[config.mk]
export PLATFORM = sky130hd
export DESIGN_NAME = ram_port_flat
export DESIGN_NICKNAME = d
export VERILOG_FILES = /design/src/rtl/ram_port_if.sv /design/src/rtl/ram_port.sv /design/src/flat_wrapper.sv
export SDC_FILE = /design/constraint.sdc
export NUM_CORES = 1
export LEC_CHECK = 0
export ABC_CLOCK_PERIOD_IN_PS = 3300
export CORE_ASPECT_RATIO = 0.75
export CORE_UTILIZATION = 42
export CTS_CLUSTER_DIAMETER = 150
export CTS_CLUSTER_SIZE = 16
export DETAILED_ROUTE_END_ITERATION = 7
export PLACE_DENSITY = 0.82
export SLEW_MARGIN = 20
export SYNTH_ARGS = -nofsm -noshare
export SYNTH_HDL_FRONTEND = slang
export SYNTH_SLANG_ARGS = --single-unit
[constraint.sdc]
create_clock -name clock -period 3.3 [get_ports clock]
set_input_delay 0.66 -clock clock [delete_from_list [all_inputs] [get_ports clock]]
set_output_delay 0.66 -clock clock [all_outputs]
set_load 0.01 [all_outputs]
[src/rtl/ram_port_if.sv]
// Controller-side RAM channel set: address, write-data and read-data channels.
// Every channel is valid/ready: a beat transfers on the rising edge where both are high.
interface ram_port_if;
    logic        cntl2ram_a_valid;
    logic        cntl2ram_a_ready;
    logic        cntl2ram_a_write;
    logic [31:0] cntl2ram_a_addr;
    logic        cntl2ram_w_valid;
    logic        cntl2ram_w_ready;
    logic [31:0] cntl2ram_w_data;
    logic        ram2cntl_r_valid;
    logic        ram2cntl_r_ready;
    logic [31:0] ram2cntl_r_data;

    modport master (
        output cntl2ram_a_valid, cntl2ram_a_write, cntl2ram_a_addr,
        output cntl2ram_w_valid, cntl2ram_w_data,
        output ram2cntl_r_ready,
        input  cntl2ram_a_ready, cntl2ram_w_ready,
        input  ram2cntl_r_valid, ram2cntl_r_data
    );

    modport slave (
        input  cntl2ram_a_valid, cntl2ram_a_write, cntl2ram_a_addr,
        input  cntl2ram_w_valid, cntl2ram_w_data,
        input  ram2cntl_r_ready,
        output cntl2ram_a_ready, cntl2ram_w_ready,
        output ram2cntl_r_valid, ram2cntl_r_data
    );
endinterface

[src/rtl/ram_port.sv]
// Line-burst bridge from the controller RAM channels to a single-port SRAM with
// one-cycle read latency; a two-entry read FIFO absorbs read-channel backpressure.
module ram_port #(
    parameter int ADDR_WIDTH = 12,
    parameter int BEATS      = 4
) (
    input  logic                  clock,
    input  logic                  reset_n,
    ram_port_if.slave             bus,
    output logic                  sram_cs,
    output logic                  sram_we,
    output logic [ADDR_WIDTH-1:0] sram_addr,
    output logic [31:0]           sram_wdata,
    input  logic [31:0]           sram_rdata,
    output logic                  busy,
    output logic [1:0]            dbg_state_o
);
    localparam int LW = $clog2(BEATS);
    localparam int CW = LW + 1;
    localparam logic [CW-1:0] BEATS_C = CW'(BEATS);
    localparam logic [CW-1:0] LAST_C  = CW'(BEATS - 1);

    typedef enum logic [1:0] {
        S_IDLE  = 2'd0,
        S_WRITE = 2'd1,
        S_READ  = 2'd2
    } state_e;

    state_e                state_q, state_d;
    logic [ADDR_WIDTH-1:0] base_q, base_d;
    logic [CW-1:0]         beat_cnt_q, beat_cnt_d;
    logic                  pending_q, pending_d;
    logic [1:0]            count_q, count_d;
    logic                  rd_ptr_q, rd_ptr_d;
    logic                  wr_ptr_q, wr_ptr_d;
    logic [31:0]           fifo_q [2];

    logic       a_fire, w_fire, rd_issue, pop, push, fifo_pop;
    logic       write_last, read_done;
    logic [2:0] occ, occ_after;

    logic unused_addr;
    assign unused_addr = ^{bus.cntl2ram_a_addr[31:ADDR_WIDTH+2], bus.cntl2ram_a_addr[LW+1:0]};

    // The beat still in flight from the SRAM counts as an occupied FIFO slot.
    always_comb begin
        a_fire     = (state_q == S_IDLE) && bus.cntl2ram_a_valid;
        w_fire     = (state_q == S_WRITE) && bus.cntl2ram_w_valid;
        occ        = {1'b0, count_q} + {2'b00, pending_q};
        pop        = (occ != 3'd0) && bus.ram2cntl_r_ready;
        occ_after  = occ - {2'b00, pop};
        rd_issue   = (state_q == S_READ) && (beat_cnt_q < BEATS_C) && (occ_after < 3'd2);
        fifo_pop   = pop && (count_q != 2'd0);
        push       = pending_q && !(pop && (count_q == 2'd0));
        write_last = w_fire && (beat_cnt_q == LAST_C);
        read_done  = (state_q == S_READ) && (beat_cnt_q == BEATS_C) && pop && (occ_after == 3'd0);
    end

    always_ff @(posedge clock or negedge reset_n) begin
        if (!reset_n) begin
            state_q <= S_IDLE;
        end else begin
            state_q <= state_d;
        end
    end

    always_comb begin
        state_d = state_q;
        case (state_q)
            S_IDLE:  if (a_fire) state_d = bus.cntl2ram_a_write ? S_WRITE : S_READ;
            S_WRITE: if (write_last) state_d = S_IDLE;
            S_READ:  if (read_done) state_d = S_IDLE;
            default: state_d = S_IDLE;
        endcase
    end

    // When the FIFO is empty, data returning from the SRAM is presented directly,
    // so the first read beat is visible the cycle after its SRAM access.
    always_comb begin
        bus.cntl2ram_a_ready = (state_q == S_IDLE);
        bus.cntl2ram_w_ready = (state_q == S_WRITE);
        bus.ram2cntl_r_valid = (occ != 3'd0);
        bus.ram2cntl_r_data  = (count_q != 2'd0) ? fifo_q[rd_ptr_q] : sram_rdata;
        sram_cs              = w_fire || rd_issue;
        sram_we              = w_fire;
        sram_addr            = base_q + ADDR_WIDTH'(beat_cnt_q);
        sram_wdata           = bus.cntl2ram_w_data;
        busy                 = (state_q != S_IDLE) || (count_q != 2'd0);
        dbg_state_o          = state_q;
    end

    always_comb begin
        base_d     = base_q;
        beat_cnt_d = beat_cnt_q;
        if (a_fire) begin
            base_d     = {bus.cntl2ram_a_addr[ADDR_WIDTH+1:LW+2], {LW{1'b0}}};
            beat_cnt_d = '0;
        end else if (w_fire || rd_issue) begin
            beat_cnt_d = beat_cnt_q + 1'b1;
        end
        pending_d = rd_issue;
        count_d   = count_q + {1'b0, push} - {1'b0, fifo_pop};
        wr_ptr_d  = wr_ptr_q ^ push;
        rd_ptr_d  = rd_ptr_q ^ fifo_pop;
    end

    always_ff @(posedge clock or negedge reset_n) begin
        if (!reset_n) begin
            base_q     <= '0;
            beat_cnt_q <= '0;
            pending_q  <= 1'b0;
            count_q    <= 2'd0;
            wr_ptr_q   <= 1'b0;
            rd_ptr_q   <= 1'b0;
        end else begin
            base_q     <= base_d;
            beat_cnt_q <= beat_cnt_d;
            pending_q  <= pending_d;
            count_q    <= count_d;
            wr_ptr_q   <= wr_ptr_d;
            rd_ptr_q   <= rd_ptr_d;
        end
    end

    always_ff @(posedge clock) begin
        if (push) begin
            fifo_q[wr_ptr_q] <= sram_rdata;
        end
    end
endmodule

[src/flat_wrapper.sv]
// flat-port wrapper written by rule: the top's interface ports become plain ports
module ram_port_flat 
#(
    parameter int ADDR_WIDTH = 12,
    parameter int BEATS      = 4
)
  (clock, reset_n, sram_cs, sram_we, sram_addr, sram_wdata, sram_rdata, busy, dbg_state_o, bus_cntl2ram_a_valid, bus_cntl2ram_a_write, bus_cntl2ram_a_addr, bus_cntl2ram_w_valid, bus_cntl2ram_w_data, bus_ram2cntl_r_ready, bus_cntl2ram_a_ready, bus_cntl2ram_w_ready, bus_ram2cntl_r_valid, bus_ram2cntl_r_data);
  ram_port_if bus_i ();
  input  logic clock;
  input  logic reset_n;
  output logic sram_cs;
  output logic sram_we;
  output logic [ADDR_WIDTH-1:0] sram_addr;
  output logic [31:0] sram_wdata;
  input  logic [31:0] sram_rdata;
  output logic busy;
  output logic [1:0] dbg_state_o;
  input wire logic [$bits(bus_i.cntl2ram_a_valid)-1:0] bus_cntl2ram_a_valid;
  input wire logic [$bits(bus_i.cntl2ram_a_write)-1:0] bus_cntl2ram_a_write;
  input wire logic [$bits(bus_i.cntl2ram_a_addr)-1:0] bus_cntl2ram_a_addr;
  input wire logic [$bits(bus_i.cntl2ram_w_valid)-1:0] bus_cntl2ram_w_valid;
  input wire logic [$bits(bus_i.cntl2ram_w_data)-1:0] bus_cntl2ram_w_data;
  input wire logic [$bits(bus_i.ram2cntl_r_ready)-1:0] bus_ram2cntl_r_ready;
  output wire logic [$bits(bus_i.cntl2ram_a_ready)-1:0] bus_cntl2ram_a_ready;
  output wire logic [$bits(bus_i.cntl2ram_w_ready)-1:0] bus_cntl2ram_w_ready;
  output wire logic [$bits(bus_i.ram2cntl_r_valid)-1:0] bus_ram2cntl_r_valid;
  output wire logic [$bits(bus_i.ram2cntl_r_data)-1:0] bus_ram2cntl_r_data;
  assign bus_i.cntl2ram_a_valid = bus_cntl2ram_a_valid;
  assign bus_i.cntl2ram_a_write = bus_cntl2ram_a_write;
  assign bus_i.cntl2ram_a_addr = bus_cntl2ram_a_addr;
  assign bus_i.cntl2ram_w_valid = bus_cntl2ram_w_valid;
  assign bus_i.cntl2ram_w_data = bus_cntl2ram_w_data;
  assign bus_i.ram2cntl_r_ready = bus_ram2cntl_r_ready;
  assign bus_cntl2ram_a_ready = bus_i.cntl2ram_a_ready;
  assign bus_cntl2ram_w_ready = bus_i.cntl2ram_w_ready;
  assign bus_ram2cntl_r_valid = bus_i.ram2cntl_r_valid;
  assign bus_ram2cntl_r_data = bus_i.ram2cntl_r_data;
  ram_port #(.ADDR_WIDTH(ADDR_WIDTH), .BEATS(BEATS)) u_core (.clock(clock), .reset_n(reset_n), .bus(bus_i), .sram_cs(sram_cs), .sram_we(sram_we), .sram_addr(sram_addr), .sram_wdata(sram_wdata), .sram_rdata(sram_rdata), .busy(busy), .dbg_state_o(dbg_state_o));
endmodule
# After elaboration in Yosys (flattened, before gate mapping)
# Memory sizes are Yosys's and may differ from the RTL's.
# Index checks and enable logic that the tools add are counted.
[word_totals]
rom_bits = 0
elab_cells = 58
mem_bits_rw = 64
n_memories = 1
latchBits = 0
out_inout_bits = 84
in_bits = 102
ff_bits = 20
[memory_table]
columns = ["memory", "depth", "word_bits", "rd", "rd_clocked_by_memory_dff", "write_ports", "line_no", "source"]
rows = [
  ["u_core.fifo_q", 2, 32, 1, 0, 1, "ram_port.sv:36", "logic [31:0] fifo_q [2];"],
]
[classes]
reduce_logical = 23
n_addsub = 6
mul = 0
muxes = 10
eq_ne = 7
bitwise = 2
shifts = 0
order_cmp = 2
div_mod_pow = 0
[op_table]
columns = ["operator", "n"]
rows = [
  ["$mux W32", 1],
  ["$add A12 B3 Y12", 1],
  ["$logic_and A1 B1 Y1", 12],
  ["$mux W2", 4],
  ["$mux W3", 2],
  ["$ne A2 B1 Y1 const B", 3],
  ["$pmux W2 S3", 1],
  ["$reduce_bool A2 Y1", 3],
  ["$logic_not A2 Y1", 2],
  ["$add A2 B1 Y3", 1],
  ["$add A3 B1 Y3 const B", 1],
  ["$eq A3 B2 Y1 const B", 1],
  ["$eq A3 B3 Y1 const B", 1],
  ["$logic_not A3 Y1", 1],
  ["$lt A3 B2 Y1 const B", 1],
  ["$lt A3 B3 Y1 const B", 1],
  ["$reduce_and A3 Y1", 1],
  ["$reduce_bool A3 Y1", 1],
  ["$sub A3 B1 Y3", 1],
  ["$add A2 B1 Y2", 1],
  ["$eq A2 B1 Y1 const B", 1],
  ["$eq A2 B2 Y1 const B", 1],
  ["$logic_or A1 B1 Y1", 2],
  ["$mux W1", 2],
  ["other kinds (3)", 4],
]

# Longest topological paths before layout
[logic_depth]
word_depth = 9
ltp_mapped = 9
depth_no_buf = 9

# Least setup slack after synthesis
# Ideal clock, no wire load.
[synth_path]
path_kind = "flip-flop to flip-flop"
startpoint = "reg u_core.count_q[0]"
endpoint = "mem u_core.fifo_q[1][0] (enable)"
stages_incl_launch_ff = 7
arrival_ps = 2461
n_path_buf = 0
period_less_slack_ps = 2853
setup_ps = 392
required_time_ps = 2908
setup_slack_ps = 447
path_cell_list = "dfrtp_1 ha_1 ha_1 o31ai_1 inv_1 a21boi_0 ha_1"
[synth_between]
elab_chain_cells = 8
word_cells_on_any_way = 9
cone_classes = "add/sub: 1; mux: 2; reduce/logical: 6"
[synth_rtl]
columns = ["item", "line_no", "source"]
rows = [
  ["start: declaration", "ram_port.sv:33", "logic [1:0] count_q, count_d;"],
  ["start signal: assignment", "ram_port.sv:119", "count_q <= count_d;"],
  ["$add A2 B1 Y3", "ram_port.sv:49", "occ = {1'b0, count_q} + {2'b00, pending_q};"],
  ["$reduce_bool A3 Y1", "ram_port.sv:50", "pop = (occ != 3'd0) && bus.ram2cntl_r_ready;"],
  ["$logic_and A1 B1 Y1", "ram_port.sv:50", ""],
  ["$logic_and A1 B1 Y1 *", "ram_port.sv:54", "push = pending_q && !(pop && (count_q == 2'd0));"],
  ["$logic_not A1 Y1 *", "ram_port.sv:54", ""],
  ["$logic_and A1 B1 Y1 *", "ram_port.sv:54", ""],
  ["$mux W1 *", "ram_port.sv:126", "if (push) begin"],
  ["$mux W1 (not written as such) *", "ram_port.sv:127", "fifo_q[wr_ptr_q] <= sram_rdata;"],
  ["end: declaration", "ram_port.sv:36", ""],
]
# Mark *: on every way between the ends. The rest lies on a longest branch, timed or not.

# Worst setup path after layout
[layout_path]
startpoint = "reg u_core.count_q[0]"
endpoint = "out sram_cs"
[layout_between]
elab_chain_cells = 7
[layout_rtl]
columns = ["item", "line_no", "source"]
rows = [
  ["$add A2 B1 Y3 *", "ram_port.sv:49", ""],
  ["$reduce_bool A3 Y1", "ram_port.sv:50", ""],
  ["$logic_and A1 B1 Y1", "ram_port.sv:50", ""],
  ["$sub A3 B1 Y3 *", "ram_port.sv:51", "occ_after = occ - {2'b00, pop};"],
  ["$lt A3 B2 Y1 *", "ram_port.sv:52", "rd_issue = (state_q == S_READ) && (beat_cnt_q < BEATS_C) && (occ_after < 3'd2);"],
  ["$logic_and A1 B1 Y1 *", "ram_port.sv:52", ""],
  ["$logic_or A1 B1 Y1 *", "ram_port.sv:84", "sram_cs = w_fire || rd_issue;"],
  ["end: declaration", "flat_wrapper.sv:11", "output logic sram_cs;"],
]
# Marks and branches as above.

==> impl_metrics.csv <==
group,metric,value,unit
power_and_ir_drop,pwr-share-clk,20.0,%
min_path,hp-start,"u_core.base_q[2]$_DFFE_PN0P_",
sta,slew_headroom,37.9,%
floorplan,ioPinCount,186,
finish,final_util,58.2,%
yosys,syn-cell-area,4000,um^2
worst_setup_path,r2r_start,"u_core.count_q[0]$_DFF_PN0_",
yosys,yosysUniqueCellTypes,31,
worst_setup_path,cp_max_fo,3,
clock_tree,cts_max_path_buffers,2,
place,hpwl,5300,um
yosys,ys_seq_area_share,60.6,%
clock_tree,cts_tree,"yes",
global_route,globalRouteMet3Util,4.90,%
finish,fin_nets,501,
power_and_ir_drop,p_switching,0.00163,W
place,dp_slack,-77.2,ps
global_route,use_met1,20.7,%
drt,wl,7660,um
power_and_ir_drop,power_frac_comb,47.1,%
finish,diodes,0,
drt,drc,0,
outcome,status,"complete, no violations",
floorplan,die_w,115,um
clock_tree,cts_buffers,9,
sta,fin_skew,4.94,ps
global_route,grt_max_degree,40,
place,dpl.cell_count,498,
finish,stdcell_area,5310,um^2
global_route,use_met2,27.2,%
global_route,first_global_vias,2537,
finish,n_fill_cell,774,
power_and_ir_drop,seq_power_share,32.9,%
global_route,antenna_found_initial,0,
sta,slew_violations,0,
global_route,grt.busiest_layer,"met2",
floorplan,coreArea,9120,um^2
clock_tree,cts-root-buf,"clkbuf_16",
power_and_ir_drop,sw_frac_of_total,33.0,%
finish,drive_gt1_share,12.8,%
yosys,yosysWarnings,0,
power_and_ir_drop,power_density,929,nW/um^2
floorplan,dieHeight,86.5,um
yosys,synth_area_per_cell,12.9,um^2
clock_tree,worstSkewPairLatency,320,ps
clock_tree,postCtsHoldBufs,0,
floorplan,initial_utilization,43.8,%
worst_setup_path,worst_path_largest_cell_delay,390,ps
clock_tree,h-tree-depth,3,
worst_setup_path,crit_slowest_cell,"dfrtp_1",
drt,drtAntennaViolNets,0,
finish,area_growth,32.9,%
drt,vias_per_cell,4.80,
power_and_ir_drop,p_int,0.00330,W
worst_setup_path,crit_arrival,2550,ps
worst_setup_path,worstPathRequired,2640,ps
sta,worst_pin_slew,928,ps
drt,wl_per_cell,14.7,um
worst_setup_path,path_cells,"ha_2 -> ha_4 -> o31ai_4 -> inv_2 -> ha_1 -> ha_1 -> xnor2_2 -> a41oi_2 -> inv_1 -> clkdlybuf4s15_2",
worst_setup_path,critical_path_class,"reg -> out",
global_route,grtUsageTotal,16.3,%
finish,final_cells,519,
worst_setup_path,rr_worst_depth,11,
worst_setup_path,worstSetupStartpoint,"u_core.count_q[0]$_DFF_PN0_",
power_and_ir_drop,irDropWorstVdd,0.380,mV
drt,first_pass_iters,4,
min_path,min-delay-path-class,"reg -> reg",
floorplan,fp-row-count,30,
global_route,overflow,0,
clock_tree,cts_sinks,84,
power_and_ir_drop,leakage,2.02,nW
place,gp_congestion,0.751,
floorplan,die-area,9910,um^2
power_and_ir_drop,power,0.00493,W
yosys,ys_ff_latch,84,
sta,fmax,311,MHz
worst_setup_path,end_kind,"output pin",
sta,min_period_over_period,97.3,%
clock_tree,clk_pin_slew,60,ps
sta,period_needed,3210,ps
worst_setup_path,worstSetupStartpointType,"flop",
place,numPortBuffers,99,
yosys,syn_inst,309,
place,post_dp_cell_area,4930,um^2
sta,finalSetupViolations,0,
min_path,min_delay_path_depth,1,
flow_run,cap_viol_max_count,0,
drt,vias,2491,
drt,drt_iter0_drc,102,
global_route,grt_pass1_wl,12300,um
worst_setup_path,cpMostUsedCell,"ha_1",
yosys,syn-num-nets,424,
sta,hold_viol,0,
sta,setup_ws,87.9,ps
[routing by layer]
layer | part of all wire (%) | up-vias
li1 | - | 1218
met1 | 45 | 1188
met2 | 48 | 74
met3 | 5.1 | 11
met4 | 1.0 | 0
met5 | 0 | -
[critical path, delay by kind of cell (launching register included)]
| kind | cells | cell delay [ps] |
|---|---|---|
| flops | 1 | 390 |
| fa+ha+maj | 4 | 830 |
| xor+xnor | 1 | 160 |
| buf+inv | 3 | 350 |
| compound gates | 2 | 510 |
[metrics by stage]
step                setup TNS, ps  hold WS (ps)
floorplan                       0           364
global route                -6.53           560
CTS                             0           523
finish                          0           520
detailed placement          -77.2           509
global placement                0           497
[cells in the mapped netlist (all sizes together)]
cell type | n | share of area [%]
edfxtp | 64 | 48
buf | 41 | 7.3
nand2 | 34 | 3.2
mux2i | 33 | 8.3
o21ai | 32 | 4.0
dfrtp | 20 | 13
ha | 13 | 4.1
inv | 12 | 1.1
mux2 | 11 | 3.1
xnor2 | 10 | 2.2
clkbuf | 6 | 0.56
nand3 | 5 | 0.63
nor2 | 5 | 0.47
nand4 | 3 | 0.47
a21oi | 2 | 0.25
and3 | 2 | 0.31
nand2b | 2 | 0.31
xor2 | 2 | 0.44
a21boi | 1 | 0.19
a311oi | 1 | 0.22
a41oi | 1 | 0.41
and3b | 1 | 0.22
and4 | 1 | 0.22
nor2b | 1 | 0.16
nor3 | 1 | 0.13
nor3b | 1 | 0.31
o31a | 1 | 0.22
o31ai | 1 | 0.19
o32ai | 1 | 0.22
or3 | 1 | 0.16
[sequential cells by signal, summed over array words and instances (netlist names)]
| register | flops |
|---|---|
| u_core.fifo_q | 64 |
| u_core.base_q | 10 |
| u_core.beat_cnt_q | 3 |
| u_core.count_q | 2 |
| u_core.dbg_state_o | 2 |
| u_core.pending_q | 1 |
| u_core.rd_ptr_q | 1 |
| u_core.wr_ptr_q | 1 |
[cell families (layout without fill, tap and decap cells)]
kind of cell	after synthesis	in the layout	synth area share (%)
AO/OA/AOI/OAI	40	40	5.70
multiplexers	44	44	11.4
XOR/XNOR	12	12	2.63
flip-flops	84	84	60.6
buffers and inverters	59	141	9.02
adder cells (fa/ha/maj)	13	13	4.07
AND/OR/NAND/NOR	57	57	6.58
[layout by cell type (no fill, tap or decap), drive strengths merged, types with 3 or more instances in the layout]
cell type	n
buf	14
clkbuf	9
clkdlybuf4s50	98
dfrtp	20
edfxtp	64
ha	13
inv	14
mux2	11
mux2i	33
nand2	34
nand3	5
nand4	3
nor2	5
o21ai	32
xnor2	10
[power groups by stage]
stage,Combinational [W],Clock [W],Sequential [W]
global placement,0.00221,0,0.00162
detailed placement,0.00225,0,0.00164
CTS,0.00232,0.00102,0.00162
floorplan,0.00125,0,0.00155
finish,0.00232,0.000987,0.00162
global route,0.00254,0.00105,0.00166
[cell type report]
cell class                 instances  area (um^2)  area share, %
clock buffer                       9          225           4.24
clock inverter                     7         75.1           1.41
inverter                          12         45.0          0.849
multi-input combinational        166         1260           23.7
sequential                        84         2420           45.7
tap                              128          160           3.02
timing repair buffer             113         1120           21.1
[what timing repair did]
item	in CTS	in global routing
endpoints found under the setup margin	1	1
pin swaps	4	2
setup buffers	4	1
resized for setup	6	3
[final timing paths]
path / end / slack (ps)
setup reg to reg: u_core.beat_cnt_q[1]$_DFFE_PN0P_ / 660
min in group asynchronous: u_core.beat_cnt_q[0]$_DFFE_PN0P_ / 850
hold reg to reg: u_core.base_q[2]$_DFFE_PN0P_ / 520
setup / recovery: sram_cs / 90
hold / removal: u_core.base_q[2]$_DFFE_PN0P_ / 520
max in group asynchronous: u_core.rd_ptr_q$_DFF_PN0_ / 1810
Note: power is estimated with default switching activity, not from simulation.
